===== src/rtl/motion_track_ctrl.sv =====
// motion_track_ctrl: frame-level controller for the frame-difference motion path.
// Counts motion pixels per frame, applies warm-up, trigger debounce and hold-off
// hysteresis, and decides whether the overlay rectangle is shown and with which box.
module motion_track_ctrl #(
    parameter int WARMUP_FRAMES = 4,
    parameter int TRIG_FRAMES   = 2,
    parameter int HOLD_FRAMES   = 15,
    parameter int PIX_THRESH    = 200,
    parameter int CNT_W         = 19
) (
    input  logic             clk,
    input  logic             rst_n,
    input  logic             per_frame_vsync,
    input  logic             per_frame_href,
    input  logic             per_frame_clken,
    input  logic             per_img_Y,
    input  logic [9:0]       box_up,
    input  logic [9:0]       box_down,
    input  logic [9:0]       box_left,
    input  logic [9:0]       box_right,
    output logic [9:0]       edg_up_o,
    output logic [9:0]       edg_down_o,
    output logic [9:0]       edg_left_o,
    output logic [9:0]       edg_right_o,
    output logic             overlay_en,
    output logic             motion_alarm,
    output logic [2:0]       ctrl_state,
    output logic [CNT_W-1:0] pix_cnt_last,
    output logic [15:0]      frame_cnt
);

    typedef enum logic [2:0] {
        ST_WARMUP = 3'd0,
        ST_IDLE   = 3'd1,
        ST_ARMING = 3'd2,
        ST_TRACK  = 3'd3,
        ST_HOLD   = 3'd4
    } state_t;

    localparam logic [15:0]      WARM_LAST = 16'(WARMUP_FRAMES - 1);
    localparam logic [15:0]      TRIG_N    = 16'(TRIG_FRAMES);
    localparam logic [15:0]      HOLD_N    = 16'(HOLD_FRAMES);
    localparam logic [CNT_W-1:0] THRESH    = CNT_W'(PIX_THRESH);
    localparam logic [CNT_W-1:0] CNT_MAX   = {CNT_W{1'b1}};
    localparam logic [CNT_W-1:0] CNT_ONE   = {{(CNT_W-1){1'b0}}, 1'b1};

    state_t           r_state;
    state_t           w_next_state;
    logic             r_vsync;
    logic [CNT_W-1:0] r_pix_cnt;
    logic [15:0]      r_warm_cnt;
    logic [15:0]      r_trig_cnt;
    logic [15:0]      r_hold_cnt;
    logic [15:0]      w_warm_nxt;
    logic [15:0]      w_trig_nxt;
    logic [15:0]      w_hold_nxt;
    logic             w_alarm_nxt;
    logic             w_vs_rise;
    logic             w_fe;
    logic             w_pix_in;
    logic             w_hit;

    assign w_vs_rise  = per_frame_vsync & ~r_vsync;
    assign w_fe       = r_vsync & ~per_frame_vsync;
    assign w_pix_in   = per_frame_href & per_frame_clken & per_img_Y;
    // An inverted box means the tracker saw nothing, so it is a miss whatever the count.
    assign w_hit      = (r_pix_cnt >= THRESH) && (box_down >= box_up) && (box_right >= box_left);
    assign ctrl_state = r_state;

    // vsync delay register for frame start / frame end edge detection
    always_ff @(posedge clk or negedge rst_n) begin
        if (!rst_n) begin
            r_vsync <= 1'b0;
        end else begin
            r_vsync <= per_frame_vsync;
        end
    end

    // Motion pixel counter: cleared at frame start (that cycle's pixel included), saturating
    always_ff @(posedge clk or negedge rst_n) begin
        if (!rst_n) begin
            r_pix_cnt <= {CNT_W{1'b0}};
        end else if (w_vs_rise) begin
            r_pix_cnt <= w_pix_in ? CNT_ONE : {CNT_W{1'b0}};
        end else if (per_frame_vsync && w_pix_in && (r_pix_cnt != CNT_MAX)) begin
            r_pix_cnt <= r_pix_cnt + CNT_ONE;
        end else begin
            r_pix_cnt <= r_pix_cnt;
        end
    end

    // Next-state and counter updates; the FSM only moves on frame-end cycles
    always_comb begin
        w_next_state = r_state;
        w_warm_nxt   = r_warm_cnt;
        w_trig_nxt   = r_trig_cnt;
        w_hold_nxt   = r_hold_cnt;
        w_alarm_nxt  = 1'b0;
        case (r_state)
            ST_WARMUP: begin
                if (w_fe) begin
                    w_warm_nxt = r_warm_cnt + 16'd1;
                    if (r_warm_cnt == WARM_LAST) begin
                        w_next_state = ST_IDLE;
                    end else begin
                        w_next_state = ST_WARMUP;
                    end
                end else begin
                    w_warm_nxt = r_warm_cnt;
                end
            end
            ST_IDLE: begin
                if (w_fe && w_hit) begin
                    if (TRIG_N == 16'd1) begin
                        w_next_state = ST_TRACK;
                        w_alarm_nxt  = 1'b1;
                    end else begin
                        w_next_state = ST_ARMING;
                        w_trig_nxt   = 16'd1;
                    end
                end else begin
                    w_next_state = ST_IDLE;
                end
            end
            ST_ARMING: begin
                if (w_fe) begin
                    if (w_hit) begin
                        w_trig_nxt = r_trig_cnt + 16'd1;
                        if ((r_trig_cnt + 16'd1) == TRIG_N) begin
                            w_next_state = ST_TRACK;
                            w_alarm_nxt  = 1'b1;
                        end else begin
                            w_next_state = ST_ARMING;
                        end
                    end else begin
                        w_next_state = ST_IDLE;
                        w_trig_nxt   = 16'd0;
                    end
                end else begin
                    w_next_state = ST_ARMING;
                end
            end
            ST_TRACK: begin
                if (w_fe && !w_hit) begin
                    w_hold_nxt = 16'd0;
                    if (HOLD_N == 16'd0) begin
                        w_next_state = ST_IDLE;
                    end else begin
                        w_next_state = ST_HOLD;
                    end
                end else begin
                    w_next_state = ST_TRACK;
                end
            end
            ST_HOLD: begin
                if (w_fe) begin
                    if (w_hit) begin
                        w_next_state = ST_TRACK;
                        w_hold_nxt   = 16'd0;
                    end else begin
                        w_hold_nxt = r_hold_cnt + 16'd1;
                        if ((r_hold_cnt + 16'd1) == HOLD_N) begin
                            w_next_state = ST_IDLE;
                        end else begin
                            w_next_state = ST_HOLD;
                        end
                    end
                end else begin
                    w_next_state = ST_HOLD;
                end
            end
            default: begin
                w_next_state = ST_IDLE;
            end
        endcase
    end

    // State and hysteresis counter registers
    always_ff @(posedge clk or negedge rst_n) begin
        if (!rst_n) begin
            r_state    <= ST_WARMUP;
            r_warm_cnt <= 16'd0;
            r_trig_cnt <= 16'd0;
            r_hold_cnt <= 16'd0;
        end else begin
            r_state    <= w_next_state;
            r_warm_cnt <= w_warm_nxt;
            r_trig_cnt <= w_trig_nxt;
            r_hold_cnt <= w_hold_nxt;
        end
    end

    // Overlay enable and new-event alarm, updated together with the state
    always_ff @(posedge clk or negedge rst_n) begin
        if (!rst_n) begin
            overlay_en   <= 1'b0;
            motion_alarm <= 1'b0;
        end else begin
            overlay_en   <= (w_next_state == ST_TRACK) || (w_next_state == ST_HOLD);
            motion_alarm <= w_alarm_nxt;
        end
    end

    // Box latch: capture the tracker extents only on frame ends that land in TRACK
    always_ff @(posedge clk or negedge rst_n) begin
        if (!rst_n) begin
            edg_up_o    <= 10'd0;
            edg_down_o  <= 10'd0;
            edg_left_o  <= 10'd0;
            edg_right_o <= 10'd0;
        end else if (w_fe && (w_next_state == ST_TRACK)) begin
            edg_up_o    <= box_up;
            edg_down_o  <= box_down;
            edg_left_o  <= box_left;
            edg_right_o <= box_right;
        end else begin
            edg_up_o    <= edg_up_o;
            edg_down_o  <= edg_down_o;
            edg_left_o  <= edg_left_o;
            edg_right_o <= edg_right_o;
        end
    end

    // Per-frame statistics captured at frame end
    always_ff @(posedge clk or negedge rst_n) begin
        if (!rst_n) begin
            pix_cnt_last <= {CNT_W{1'b0}};
            frame_cnt    <= 16'd0;
        end else if (w_fe) begin
            pix_cnt_last <= r_pix_cnt;
            frame_cnt    <= frame_cnt + 16'd1;
        end else begin
            pix_cnt_last <= pix_cnt_last;
            frame_cnt    <= frame_cnt;
        end
    end

endmodule


===== config.mk =====
export PLATFORM = sky130hd
export DESIGN_NAME = motion_track_ctrl
export DESIGN_NICKNAME = d
export VERILOG_FILES = /design/src/rtl/motion_track_ctrl.sv
export SDC_FILE = /design/constraint.sdc
export NUM_CORES = 1
export LEC_CHECK = 0
export BUFFER_PORTS_ARGS = -buffer_cell sky130_fd_sc_hd__buf_4
export CAP_MARGIN = 10
export CORE_UTILIZATION = 64
export CTS_BUF_LIST = sky130_fd_sc_hd__clkbuf_8
export CTS_CLUSTER_SIZE = 16
export DETAILED_ROUTE_END_ITERATION = 10
export GPL_TIMING_DRIVEN = 0
export PLACE_DENSITY = 0.85
export SYNTH_ARGS = -nofsm -noshare
export SYNTH_HDL_FRONTEND = slang
export SYNTH_SLANG_ARGS = --single-unit
export TNS_END_PERCENT = 50

===== constraint.sdc =====
create_clock -name clk -period 6.67 [get_ports clk]
set_input_delay 1.0005 -clock clk [delete_from_list [all_inputs] [get_ports clk]]
set_output_delay 1.0005 -clock clk [all_outputs]
set_load 0.02 [all_outputs]

==> impl_results.md <==
* Number of synthesized register bits at 148
* NumNets Final at 1021
* Layout cells sized above 1 at 23.75%
* Initial antenna violation count at 0
* Fin Hold WS at 0.4756 ns
* DRC viols at 0
* CP endpoint kind: flop
* Site Rows at 40
* Critical path arrival at 3.74 ns
* CP Class: in2reg
* Max frequency at 295.6 MHz
* Worst Tran Pin Value at 0.8171 ns
* Clock Skews at 0.01256 ns
* Crit. Startpoint: box_up[3]
* Initial Util at 65.77%
* Clock buffer depth at 2
* Post_cts resized at 0
* Clk sink count at 148
* Total wire length at 19600 um
* Antenna Cells at 0
* Total area of sequential cells at 3704 um2
* Setup crit start kind: primary input
* CP required at 7.03 ns
* Final setup viols at 0
* Most common cell after layout, fill and taps aside: dfrtp_1
* Drt via density at 6.105
* Synthesized Nets at 876
* Biggest area consumer among synthesized cells: dfrtp_1
* Placed Area at 9112 um2
* Leakage at 0.004639 uW
* Initial DRT Pass Iterations at 5
* Post-route cell area at 9530 um2
* M1 GR Usage at 42.08%
* Total number of yosys warnings at 0
* Vias at 6886
* Worst-Skew Late Latency at 0.47 ns
* WL/cell at 17.38 um
* Count of cell types in the netlist at 65
* Chip width at 113.3 um
* Vias in the first global route at 6774
* Pin count of the biggest net entering global routing at 88
* GR peak layer: met2
* Synth top area cells: dfrtp_1 (47%), nand2_1 (5.2%), ha_1 (4.4%)
* Sequential fraction of the synthesis area at 46.69%
* CTS hold repair buffers at 0
* Reg clk slew, reported paths at 0.08 ns
* Crit-path max FO at 10
* Top_reg_cell synth: dfrtp_1
* Cell Area, Synth at 7933 um2
* Htree depth at 4
* DRT antenna net count at 0
* Setup TNS Final at 0 ns
* Post-route minimum period at 3.383 ns
* Core area at 12060 um2
* PwrDens at 196.5 nW/um2
* Met3 usage at 6.535%
* DP HPWL at 13870 um
* Initial DRC count at 550
* Die extent in y at 113.3 um
* # Max-Cap Violations at 0
* Area share of the largest cell type after synthesis at 46.69%
* Post-layout util at 79.01%
* Total track usage at 32.67%
* Global route overflow at 0
* Most frequent cells in the layout: dfrtp_1 (148), buf_4 (127), nand2_1 (110), nor2_1 (51), nand3_1 (40)
* Worst Hold Class: reg2reg
* IO buf count at 125
* # Post-CTS Setup Buffers at 0
* Avg Cell Area, Syn at 9.891 um2
* Unrepaired setup endpoints after global routing: false
* Pins Over Slew Limit at 0
* FF-to-FF Start: r_trig_cnt[0]
* FILL cells at 779
* Gpl congestion at 0.9437
* Crit share post-route at 50.72%
* CTS tree: built
* Worst hold start: frame_cnt[15]
* Multi-input logic area at 3910 um2
* Clock Root Buffer: clkbuf_8
* Post-synth ARST share at 100.0%
* # IOs at 126
* Synth Instances at 802
* Total CTS buffers at 17
* IR drop worst, VDD at 0.2181 mV
* Layout area overhead at 20.14%
* Final Hold Viols at 0
* DIE AREA at 12840 um2
* Status: finished clean
* Max transition margin at 45.53%
* Post-synth EDFFs at 0
* GR Util met2 at 53.70%
* First-pass GRT wire length at 32970 um
-- sequential cells by signal, indices dropped and copies added, names as in the netlist, 3 cells and up --
| name | count |
|---|---|
| pix_cnt_last | 19 |
| r_pix_cnt | 19 |
| frame_cnt | 16 |
| r_hold_cnt | 16 |
| r_trig_cnt | 16 |
| r_warm_cnt | 16 |
| edg_down_o | 10 |
| edg_left_o | 10 |
| edg_right_o | 10 |
| edg_up_o | 10 |
| ctrl_state | 3 |
-- logic make-up after synthesis --
group,Yosys count,synth area share [%]
and+or+nand+nor,334,21.56
DFF,148,46.69
AOI/OAI and AO/OA,117,10.19
buffers and inverters,73,4.022
xor gates and xnor gates,55,6.073
muxes,47,7.050
adders and majority gates,28,4.416
-- cells in the mapped netlist, types with 10 or more instances --
library cell / number
and3_1: 20
mux2_4: 10
nor3_1: 14
o31ai_1: 17
nand2_1: 110
xor2_1: 29
ha_1: 28
dfrtp_1: 148
o21ai_0: 25
a21oi_1: 21
inv_1: 31
a31oi_1: 16
clkbuf_1: 24
nand3_1: 40
xnor2_1: 26
nand4_1: 30
nor2_1: 51
mux2_2: 31
nor4_1: 26
-- report_power, final --
part / leakage [uW] / internal, uW / total [uW] / switching (uW)
clock: 0.000206 / 388 / 737 / 349
combinational: 0.00241 / 75.7 / 186 / 111
sequential: 0.00203 / 918 / 949 / 30.6
-- final timing paths --
| kind | cells after the start | slack [ns] | endpoint |
|---|---|---|---|
| setup / recovery | 12 | 3.29 | r_trig_cnt[3] |
| hold reg to reg | 1 | 0.48 | frame_cnt[15] |
| max in group asynchronous | 2 | 5.31 | r_warm_cnt[0] |
| min in group asynchronous | 1 | 0.58 | edg_up_o[7] |
| hold / removal | 1 | 0.48 | frame_cnt[15] |
| setup reg to reg | 10 | 3.47 | edg_down_o[8] |
-- layer usage --
layer  routed length (um)  vias to the layer above
li1                     -                     3171
met2                 9465                      349
met4                  608                        0
met1                 8085                     3309
met3                 1443                       57
met5                    0                        -
-- critical path: stages --
cell and delay, ns:
buf_4 0.08, inv_1 0.04, ha_1 0.30, a211o_1 0.30, o211ai_1 0.13, o2111ai_1 0.19, and3_1 0.21, clkbuf_1 0.17
a31oi_1 0.58, clkbuf_1 0.47, o31ai_1 0.16, o31ai_1 0.11
-- metrics by stage --
step | worst slack (ns) | instances | total power (uW)
2_1_floorplan | 3.557 | 802 | 1052
3_3_place_gp | 3.045 | 1095 | 1139
3_5_place_dp | 2.908 | 1096 | 1151
4_1_cts | 3.347 | 1128 | 1881
5_1_grt | 3.106 | 1128 | 1946
6_report | 3.287 | 1128 | 1872
-- cell type report --
type / instances / share of cell area [%]
multi-input cells: 581 / 41.03
flip-flops and latches: 148 / 38.86
repair buffers: 126 / 10.17
clock buffers: 19 / 2.744
well taps: 168 / 2.206
plain buffers: 41 / 2.087
clock inverters: 13 / 1.641
inverters: 32 / 1.260
No activity file was read; power rests on OpenSTA's default activity.
